## src/rtl/feram_nmc_pkg.sv

```systemverilog
`default_nettype none
// ============================================================================
// feram_nmc_pkg: sequencer state encoding, block geometry and row-index helper
// Revision: 1.0
// ============================================================================
package feram_nmc_pkg;

  localparam int ROW_BYTES = 4;
  localparam int BLK_ROWS  = 4;

  typedef enum logic [2:0] {
    ST_IDLE  = 3'd0,
    ST_RD    = 3'd1,
    ST_CAP   = 3'd2,
    ST_OFFER = 3'd3,
    ST_RES   = 3'd4,
    ST_WR    = 3'd5,
    ST_DONE  = 3'd6
  } state_e;

  // n_rows is a power of two, so the wrap is a mask
  function automatic int unsigned row_idx(input int unsigned base,
                                          input int unsigned offset,
                                          input int unsigned n_rows);
    return (base + offset) & (n_rows - 1);
  endfunction

endpackage
`default_nettype wire

```

## src/rtl/feram_row_gather.sv

```systemverilog
`default_nettype none
// ============================================================================
// feram_row_gather: slot-addressed row buffer packed into one block word
// Revision: 1.0
// ============================================================================
module feram_row_gather
  import feram_nmc_pkg::*;
#(
  parameter int ROW_W   = 8 * ROW_BYTES,
  parameter int N_SLOTS = BLK_ROWS,
  localparam int IDX_W  = $clog2(N_SLOTS)
) (
  input  logic                     clk,
  input  logic                     rst_n,
  input  logic                     cap_en,
  input  logic [IDX_W-1:0]         slot,
  input  logic [ROW_W-1:0]         row_in,
  output logic [ROW_W*N_SLOTS-1:0] blk_data
);

  logic [N_SLOTS-1:0][ROW_W-1:0] buf_q, buf_d;

  always_comb begin
    buf_d = buf_q;
    if (cap_en) buf_d[slot] = row_in;
  end

  always_ff @(posedge clk or negedge rst_n) begin
    if (!rst_n) buf_q <= '0;
    else        buf_q <= buf_d;
  end

  assign blk_data = buf_q;

endmodule
`default_nettype wire

```

## src/rtl/feram_block_sequencer.sv

```systemverilog
`default_nettype none
// ============================================================================
// feram_block_sequencer: walks FeRAM rows, packs 4-row blocks for the core;
// FERAM_WRITEBACK_EN adds result write-back to a destination row range.
// Revision: 1.0
// ============================================================================
module feram_block_sequencer #(
  parameter int ADDR_W   = 6,
  parameter int DATA_W   = 8,
  parameter int N_ROWS   = 16,
  parameter int BLK_ROWS = 4,
  localparam int BLK_W   = DATA_W * 4 * BLK_ROWS
) (
  input  logic              clk,
  input  logic              rst_n,
  input  logic              start,
  input  logic [ADDR_W-1:0] base_row,
  input  logic [ADDR_W-1:0] n_blocks,
  input  logic [ADDR_W-1:0] dst_row,
  output logic              busy,
  output logic              done,
  output logic              mem_sra_en,
  output logic [ADDR_W-1:0] mem_row_addr,
  input  logic [DATA_W*4-1:0] mem_rd_data,
  output logic              mem_wr_en,
  output logic [ADDR_W-1:0] mem_wr_row,
  output logic [DATA_W*4-1:0] mem_wr_data,
  output logic              blk_valid,
  input  logic              blk_ready,
  output logic [BLK_W-1:0]  blk_data,
  input  logic              res_valid,
  output logic              res_ready,
  input  logic [BLK_W-1:0]  res_data
);

  import feram_nmc_pkg::*;

  localparam int ROW_W = DATA_W * ROW_BYTES;
  localparam int SUB_W = $clog2(BLK_ROWS);
  localparam logic [SUB_W-1:0] SUB_LAST = SUB_W'(BLK_ROWS - 1);

  state_e            state_q, state_d;
  logic [ADDR_W-1:0] base_q, base_d;
  logic [ADDR_W-1:0] nblk_q, nblk_d;
  logic [ADDR_W-1:0] blk_idx_q, blk_idx_d;
  logic [SUB_W-1:0]  sub_q, sub_d;

  logic [ADDR_W-1:0] blk_idx_inc;
  logic              blk_more;
  logic [ADDR_W-1:0] rd_row;
  logic              cap_en;
  logic [SUB_W-1:0]  cap_slot;

  assign blk_idx_inc = blk_idx_q + ADDR_W'(1);
  assign blk_more    = blk_idx_inc < nblk_q;
  assign rd_row      = ADDR_W'(row_idx(int'(base_q),
                                       BLK_ROWS * int'(blk_idx_q) + int'(sub_q),
                                       N_ROWS));

`ifdef FERAM_WRITEBACK_EN
  logic [ADDR_W-1:0]                  dst_q, dst_d;
  logic [BLK_ROWS-1:0][ROW_W-1:0]     res_q, res_d;
  logic [ADDR_W-1:0]                  wr_row;

  assign wr_row = ADDR_W'(row_idx(int'(dst_q),
                                  BLK_ROWS * int'(blk_idx_q) + int'(sub_q),
                                  N_ROWS));
`else
  logic unused_wb;
  assign unused_wb = ^{res_valid, res_data, dst_row};
`endif

  always_comb begin
    state_d      = state_q;
    base_d       = base_q;
    nblk_d       = nblk_q;
    blk_idx_d    = blk_idx_q;
    sub_d        = sub_q;
    busy         = 1'b0;
    done         = 1'b0;
    mem_sra_en   = 1'b0;
    mem_row_addr = '0;
    mem_wr_en    = 1'b0;
    mem_wr_row   = '0;
    mem_wr_data  = '0;
    blk_valid    = 1'b0;
    res_ready    = 1'b0;
    cap_en       = 1'b0;
    cap_slot     = '0;
`ifdef FERAM_WRITEBACK_EN
    dst_d        = dst_q;
    res_d        = res_q;
`endif
    unique case (state_q)
      ST_IDLE: begin
        if (start) begin
          base_d    = base_row;
          nblk_d    = n_blocks;
          blk_idx_d = '0;
          sub_d     = '0;
`ifdef FERAM_WRITEBACK_EN
          dst_d     = dst_row;
`endif
          state_d   = (n_blocks == '0) ? ST_DONE : ST_RD;
        end
      end
      ST_RD: begin
        busy         = 1'b1;
        mem_sra_en   = 1'b1;
        mem_row_addr = rd_row;
        // read data lags the strobe by one cycle, so slot i-1 fills in cycle i
        if (sub_q != '0) begin
          cap_en   = 1'b1;
          cap_slot = sub_q - SUB_W'(1);
        end
        sub_d = sub_q + SUB_W'(1);
        if (sub_q == SUB_LAST) state_d = ST_CAP;
      end
      ST_CAP: begin
        busy     = 1'b1;
        cap_en   = 1'b1;
        cap_slot = SUB_LAST;
        state_d  = ST_OFFER;
      end
      ST_OFFER: begin
        busy      = 1'b1;
        blk_valid = 1'b1;
        if (blk_ready) begin
`ifdef FERAM_WRITEBACK_EN
          state_d   = ST_RES;
`else
          blk_idx_d = blk_idx_inc;
          state_d   = blk_more ? ST_RD : ST_DONE;
`endif
        end
      end
`ifdef FERAM_WRITEBACK_EN
      ST_RES: begin
        busy      = 1'b1;
        res_ready = 1'b1;
        if (res_valid) begin
          res_d   = res_data;
          sub_d   = '0;
          state_d = ST_WR;
        end
      end
      ST_WR: begin
        busy        = 1'b1;
        mem_wr_en   = 1'b1;
        mem_wr_row  = wr_row;
        mem_wr_data = res_q[sub_q];
        sub_d       = sub_q + SUB_W'(1);
        if (sub_q == SUB_LAST) begin
          blk_idx_d = blk_idx_inc;
          state_d   = blk_more ? ST_RD : ST_DONE;
        end
      end
`endif
      ST_DONE: begin
        done    = 1'b1;
        state_d = ST_IDLE;
      end
      default: state_d = ST_IDLE;
    endcase
  end

  always_ff @(posedge clk or negedge rst_n) begin
    if (!rst_n) begin
      state_q   <= ST_IDLE;
      base_q    <= '0;
      nblk_q    <= '0;
      blk_idx_q <= '0;
      sub_q     <= '0;
`ifdef FERAM_WRITEBACK_EN
      dst_q     <= '0;
      res_q     <= '0;
`endif
    end else begin
      state_q   <= state_d;
      base_q    <= base_d;
      nblk_q    <= nblk_d;
      blk_idx_q <= blk_idx_d;
      sub_q     <= sub_d;
`ifdef FERAM_WRITEBACK_EN
      dst_q     <= dst_d;
      res_q     <= res_d;
`endif
    end
  end

  feram_row_gather #(
    .ROW_W   (ROW_W),
    .N_SLOTS (BLK_ROWS)
  ) u_gather (
    .clk      (clk),
    .rst_n    (rst_n),
    .cap_en   (cap_en),
    .slot     (cap_slot),
    .row_in   (mem_rd_data),
    .blk_data (blk_data)
  );

endmodule
`default_nettype wire

```

## config.mk

```make
export PLATFORM = sky130hd
export DESIGN_NAME = feram_block_sequencer
export DESIGN_NICKNAME = d
export VERILOG_FILES = /design/src/rtl/feram_nmc_pkg.sv /design/src/rtl/feram_row_gather.sv /design/src/rtl/feram_block_sequencer.sv
export SDC_FILE = /design/constraint.sdc
export NUM_CORES = 1
export LEC_CHECK = 0
export BUFFER_PORTS_ARGS = -buffer_cell sky130_fd_sc_hd__buf_2
export CAP_MARGIN = 10
export CORE_AREA = 4 4 139 141
export CTS_CLUSTER_DIAMETER = 150
export DETAILED_ROUTE_END_ITERATION = 16
export DIE_AREA = 0 0 143 145
export PLACE_DENSITY_LB_ADDON = 0.15
export SYNTH_ARGS = -nofsm -noshare
export SYNTH_HDL_FRONTEND = slang
export SYNTH_SLANG_ARGS = --single-unit
```

## constraint.sdc

```tcl
create_clock -name clk -period 2.4 [get_ports clk]
set_input_delay 0.48 -clock clk [delete_from_list [all_inputs] [get_ports clk]]
set_output_delay 0.48 -clock clk [all_outputs]
set_load 0.02 [all_outputs]
```

==> summary.md, run 1 <==
| Metric | Value |
|---|---|
| Status | `complete, no violations` |
| I/O pins | `361` |
| Layout Cells excl Fill | `887` |
| ANT nets after route | `0` |
| Clock root cell | `clkbuf_16` |
| GRT overflow | `0` |
| Number of CTS-inserted buffers | `17` |
| Final setup viols | `0` |
| Initial antenna violation count | `0` |
| Die W | `143 microns` |
| Core area | `18000 sq um` |
| Initial Util | `37.6%` |
| Hold slack | `0.0105 ns` |
| Worst-margin pin slew | `0.592 ns` |
| RSZ-0062 raised after global routing | `no` |
| Layout net count | `843` |
| Minimum clock period | `2.29 ns` |
| WL per Instance | `17.1 microns` |
| Rel. slew slack | `60.4%` |
| Routability cong. | `0.734` |
| Vias in the first global route | `4264` |
| Endpoints failing hold | `0` |
| All-Layer GR Usage | `14.5%` |
| Final period util | `95.5%` |
| Crit Path Category | `register to primary output` |
| Largest net degree at the start of global routing | `52` |
| Number of synthesized register bits | `149` |
| Reg-to-Reg End | `u_gather.blk_data[108]` |
| Crit-path max FO | `5` |
| Clock-pin slew on the worst setup and hold paths | `0.06 ns` |
| Achievable Freq | `436 MHz` |
| Final worst setup slack | `0.109 ns` |
| Hpwl dp | `10.8 mm` |
| Final Skew | `0.00989 ns` |
| Vias | `4059` |
| DRT iter0 DRCs | `102` |
| Clock latency on the worst-skew pair | `0.42 ns` |
| Worst EP required | `1.92 ns` |
| Lkg Pwr | `4.33 nW` |
| Slew Viols, Final | `0` |
| R2R cell count | `9` |
| Placed cells | `854` |
| Dpl ws | `0.148 ns` |
| Power density over the cells | `1630 nW/um^2` |
| Synth unique cells | `41` |
| Deepest clock path buffer count | `2` |
| Cts-stage hold buffer count | `0` |
| CTS tree | `yes` |
| Layout area overhead | `25.5%` |
| Core Util, Final | `47.1%` |
| Share of layout cells above drive strength 1 | `56.2%` |
| First-pass GRT wire length | `23.9 mm` |
| Synth Flop Type | `dfrtp_1` |
| Post-synth EDFFs | `0` |
| H-tree levels | `4` |
| Syn avg cell area | `15.1 sq um` |
| # rows | `49` |
| CP Launch Type | `register` |
| Max_cap viols | `0` |
| # diodes | `0` |
| DRC viols | `0` |
| Mapped cell area | `6750 sq um` |
| R2R setup slack | `0.16 ns` |
| Vias/cell | `4.58` |
| DR pass1 iterations | `4` |
| Peak supply drop | `0.740 mV` |
| Setup TNS | `0 ns` |
| Worst hold-check path type | `input port to asynchronous set/reset pin` |
| FFs w/ async S/R, synth | `100%` |
| Register area share after synthesis | `55.2%` |
| Die H | `145 microns` |
| Data arrival, critical path | `1.81 ns` |
| Worst flop-to-flop path startpoint | `sub_q[0]` |
| Post-synthesis cell count | `446` |
| Worst Setup EP | `mem_row_addr[3]` |
| Die area | `20700 sq um` |
| CP endpoint kind | `primary output` |
| # clock sinks | `149` |
| Final wirelength | `15.2 mm` |
| I/O Buffers | `181` |
| Critical path origin | `sub_q[1]` |
| Synth warnings | `0` |
[how the worst min path moves through the flow]
stage	startpoint	to	slack, ns
floorplan	rst_n	base_q[0]	0.18
global route	rst_n	nblk_q[3]	0.04
CTS	rst_n	nblk_q[2]	0.02
global placement	rst_n	blk_idx_q[5]	0.47
finish	rst_n	nblk_q[2]	0.01
detailed placement	rst_n	nblk_q[2]	0.47
[repair_timing]
| action | CTS | global route |
|---|---|---|
| setup buffers | 0 | 3 |
| gates resized for setup | 0 | 5 |
| setup endpoints to repair | 0 | 6 |
[final cells by class]
class,count,area (sq um)
sequential,149,3730
timing repair buffer,201,1130
tap,229,287
inverter,10,37.5
fill,1612,9500
multi-input combinational,268,2700
clock inverter,12,153
clock buffer,18,439
[registers in the layout (all words and copies together) (netlist names)]
name and flops:
blk_idx_q 6, sub_q 2, u_gather.blk_data 128, base_q 4, nblk_q 6, state_q 3
[stage by stage]
stage          power [mW]  instance area [sq um]
5_1_grt              14.6                   8470
3_3_place_gp         11.0                   7840
6_report             13.8                   8470
3_5_place_dp         11.1                   7840
4_1_cts              13.9                   8430
2_1_floorplan        9.07                   6900
[power by group]
group,internal (mW),total [mW],switching (mW)
Clock,1.65,2.68,1.03
Sequential,3.79,4.45,0.667
Combinational,3.12,6.64,3.52
[cells by family after synthesis]
family / synth area share, %
AO/OA/AOI/OAI: 2.63
XOR/XNOR: 0.908
adder cells (fa/ha/maj): 2.52
buffers and inverters: 7.38
flip-flops: 55.2
multiplexers: 27.0
other: 0.0556
AND/OR/NAND/NOR: 4.23
[placed cells by master (no fill, tap or decap), types with 2 or more instances in the layout]
| cell | Yosys | layout |
|---|---|---|
| a21o_1 | 2 | 2 |
| a21oi_1 | 4 | 4 |
| a22o_1 | 5 | 5 |
| and2_1 | 2 | 2 |
| buf_12 | 0 | 5 |
| buf_2 | 5 | 179 |
| buf_4 | 43 | 16 |
| bufinv_16 | 0 | 3 |
| clkbuf_16 | 0 | 17 |
| clkinv_2 | 0 | 4 |
| clkinv_4 | 0 | 2 |
| conb_1 | 1 | 42 |
| dfrtp_1 | 149 | 149 |
| ha_1 | 12 | 11 |
| inv_1 | 10 | 10 |
| inv_6 | 0 | 2 |
| mux2_1 | 5 | 5 |
| mux2_2 | 37 | 37 |
| mux2_4 | 90 | 90 |
| nand2_1 | 14 | 14 |
| nand2_2 | 2 | 2 |
| nand3_1 | 3 | 3 |
| nor2_1 | 11 | 11 |
| nor3_2 | 2 | 2 |
| nor4_1 | 2 | 2 |
| o21ai_0 | 11 | 11 |
| xnor2_1 | 4 | 4 |
| xor2_1 | 3 | 3 |
[synthesized netlist by cell type, drive strengths merged (3+ instances only)]
| master | n | share of area [%] |
|---|---|---|
| nor2 | 12 | 0.70 |
| xor2 | 3 | 0.39 |
| mux2 | 132 | 27 |
| o21ai | 11 | 0.82 |
| inv | 10 | 0.56 |
| a21oi | 4 | 0.30 |
| nand2 | 16 | 0.96 |
| xnor2 | 4 | 0.52 |
| buf | 57 | 6.7 |
| clkbuf | 3 | 0.17 |
| nor4 | 3 | 0.50 |
| ha | 12 | 2.2 |
| a22o | 5 | 0.65 |
| nor3 | 3 | 0.37 |
| dfrtp | 149 | 55 |
| nand3 | 3 | 0.22 |
[layer usage]
metal | vias up | part of all wire, % | track usage [%]
met5 | - | 0 | 0
met4 | 0 | 1.3 | 4.80
met3 | 16 | 7.2 | 4.08
met2 | 150 | 48 | 23.6
met1 | 2026 | 44 | 18.8
li1 | 1867 | - | -
[worst max-delay path, stage by stage (launching register included)]
cell     delay, ns
dfrtp_1       0.44
ha_1          0.29
a21o_1        0.15
a21oi_1       0.17
xnor2_1       0.09
nor2_1        0.09
buf_2         0.17
Power figures use the tool's default switching activity.
==> run 2, diff against run 1 <==
- MAX_ROUTING_LAYER: default -> met4
==> run 2 against run 1 <==
Utilization stayed put; combinational power about the same; highest routed layer unchanged; critical path depth stayed put; maximum frequency is essentially flat; flip-flop and latch count is the same; first-iteration DRC count decreased by 0.98%; count of clock-buffer cells in the layout unchanged; critical endpoint unchanged; largest power group unchanged.
==> summary.md, run 2 (synthesized netlist as in run 1, its figures left out) <==
| Metric | Value |
|---|---|
| I/O Buffers | `181 (unchanged)` |
| Vias in the first global route | `4268 (was 4264)` |
| Commonest non-fill, non-tap cell in the layout | `buf_2 (unchanged)` |
| Proportion of power drawn by combinational gates | `48.2% (about the same)` |
| Crit-path max FO | `5 (unchanged)` |
| P_sw | `5.22 mW (was 5.21 mW)` |
| Final setup viols | `0 (unchanged)` |
| Die H | `145 microns (unchanged)` |
| Sw frac | `37.9% (was 37.8%)` |
| Placed cells | `854 (unchanged)` |
| Worst path slowest cell | `dfrtp_1 (unchanged)` |
| Worst-margin pin slew | `0.589 ns (was 0.592 ns)` |
| Crit path max-delay family | `flip-flops (unchanged)` |
| ANT nets after route | `0 (unchanged)` |
| Final period util | `95.5% (about the same)` |
| Max_cap viols | `0 (unchanged)` |
| Worst-path cell chain | `ha_1, a21o_1, a21oi_1, xnor2_1, nor2_1, buf_2 (unchanged)` |
| Achievable Freq | `436 MHz (about the same)` |
| CTS tree | `yes (unchanged)` |
| Int Power | `8.56 mW (about the same)` |
| H-tree levels | `4 (unchanged)` |
| Status | `complete, no violations (unchanged)` |
| First-pass GRT wire length | `23.9 mm (about the same)` |
| # rows | `49 (unchanged)` |
| CP Launch Type | `register (unchanged)` |
| Most frequent cells in the layout | `179 x buf_2, 149 x dfrtp_1, 90 x mux2_4 (unchanged)` |
| Die area | `20700 sq um (unchanged)` |
| Clock latency on the worst-skew pair | `0.42 ns (about the same)` |
| RSZ-0062 raised after global routing | `no (unchanged)` |
| Largest net degree at the start of global routing | `52 (unchanged)` |
| Deepest clock path buffer count | `2 (unchanged)` |
| Layout area overhead | `25.5% (unchanged)` |
| Crit Path Category | `register to primary output (unchanged)` |
| CP endpoint kind | `primary output (unchanged)` |
| Layout net count | `843 (unchanged)` |
| Clock network power share | `19.4% (about the same)` |
| Sequential fraction of design power | `32.3% (about the same)` |
| Setup TNS | `0 ns (unchanged)` |
| Layout Cells excl Fill | `887 (unchanged)` |
| Vias/cell | `4.56 (was 4.58)` |
| Rel. slew slack | `60.5% (was 60.4%)` |
| Endpoints failing hold | `0 (unchanged)` |
| Hpwl dp | `10.8 mm (unchanged)` |
| # diodes | `0 (unchanged)` |
| Power density over the cells | `1630 nW/um^2 (about the same)` |
| Worst hold-check path type | `input port to asynchronous set/reset pin (unchanged)` |
| Initial antenna violation count | `0 (unchanged)` |
| Final wirelength | `15.3 mm (was 15.2 mm)` |
| Clock-pin slew on the worst setup and hold paths | `0.06 ns (about the same)` |
| Vias | `4047 (was 4059)` |
| All-Layer GR Usage | `15.0% (was 14.5%)` |
| DRC viols | `0 (unchanged)` |
| Max reg flops | `128 (unchanged)` |
| GRT overflow | `0 (unchanged)` |
| Routability cong. | `0.743 (was 0.734)` |
| WL per Instance | `17.2 microns (was 17.1 microns)` |
| Final Skew | `0.0101 ns (was 0.00989 ns)` |
| Peak supply drop | `0.740 mV (about the same)` |
| Worst EP required | `1.92 ns (about the same)` |
| Data arrival, critical path | `1.81 ns (about the same)` |
| Initial Util | `37.6% (unchanged)` |
| Number of CTS-inserted buffers | `17 (unchanged)` |
| Share of layout cells above drive strength 1 | `56.2% (unchanged)` |
| Core area | `18000 sq um (unchanged)` |
| Die W | `143 microns (unchanged)` |
| CP bufs+invs | `1 (unchanged)` |
| Critical path's largest stage delay | `0.44 ns (about the same)` |
| Lkg Pwr | `4.33 nW (unchanged)` |
| R2R cell count | `9 (unchanged)` |
| Cell depth of the worst setup path | `6 (unchanged)` |
| # clock sinks | `149 (unchanged)` |
| DR pass1 iterations | `4 (unchanged)` |
| Slew Viols, Final | `0 (unchanged)` |
| I/O pins | `361 (unchanged)` |
| Minimum clock period | `2.29 ns (about the same)` |
| Clock root cell | `clkbuf_16 (unchanged)` |
| DRT iter0 DRCs | `101 (was 102)` |
[run 2: cell type report]
| cell class | instances | area [sq um] |
|---|---|---|
| inverter | 10 | 37.5 |
| clock inverter | 12 | 153 |
| timing repair buffer | 201 | 1130 |
| fill | 1612 | 9500 |
| sequential | 149 | 3730 |
| multi-input combinational | 268 | 2700 |
| tap | 229 | 287 |
| clock buffer | 18 | 439 |
[run 2: power by group through the flow]
| stage | Combinational [mW] | Clock [mW] | Sequential, mW |
|---|---|---|---|
| 2_1_floorplan | 3.24 | 0 | 5.82 |
| 3_3_place_gp | 6.58 | 0 | 4.45 |
| 3_5_place_dp | 6.66 | 0 | 4.49 |
| 5_1_grt | 7.09 | 2.86 | 4.62 |
| 4_1_cts | 6.68 | 2.76 | 4.47 |
| 6_report | 6.64 | 2.68 | 4.46 |
[run 2: what timing repair did]
action	4_1_cts	5_1_grt
endpoints found under the hold margin	0	0
gates resized for setup	0	5
setup endpoints to repair	0	6
hold buffers	0	0
setup buffers	0	3
[run 2: path summary, 6_finish.rpt]
kind | slack [ns] | to | startpoint
setup reg to reg | 0.16 | u_gather.blk_data[108] | sub_q[0]
setup / recovery | 0.11 | mem_row_addr[3] | sub_q[1]
hold reg to reg | 0.49 | u_gather.blk_data[108] | u_gather.blk_data[108]
hold / removal | 0.01 | nblk_q[2] | rst_n
max in group asynchronous | 1.76 | u_gather.blk_data[101] | rst_n
min in group clk | 0.28 | nblk_q[5] | n_blocks[5]
[run 2: routing by layer]
| layer | GRT usage, % | part of all wire (%) | routed length (microns) | vias up |
|---|---|---|---|---|
| li1 | - | - | - | 1866 |
| met1 | 19.2 | 45 | 6850 | 2018 |
| met2 | 23.6 | 48 | 7260 | 148 |
| met3 | 3.36 | 6.2 | 948 | 15 |
| met4 | 4.80 | 1.3 | 203 | 0 |
| met5 | - | 0 | 0 | - |
[run 2: worst register-to-register path: stages, from the launching register on]
cell	delay [ns]
dfrtp_1	0.41
buf_4	0.15
buf_4	0.12
inv_1	0.07
ha_1	0.29
and4bb_2	0.27
a21oi_1	0.23
nor2_4	0.07
buf_12	0.18
mux2_1	0.33
[run 2: stage by stage]
stage,utilization (%),instance area [sq um],setup slack (ns),hold WS [ns],power [mW]
3_5_place_dp,43.6,7840,0.148,0.471,11.1
4_1_cts,46.9,8430,0.0175,0.0195,13.9
3_3_place_gp,43.6,7840,0.149,0.468,11.0
2_1_floorplan,-,6900,0.464,0.184,9.07
5_1_grt,47.1,8470,0.0250,0.0371,14.6
6_report,47.1,8470,0.107,0.00999,13.8
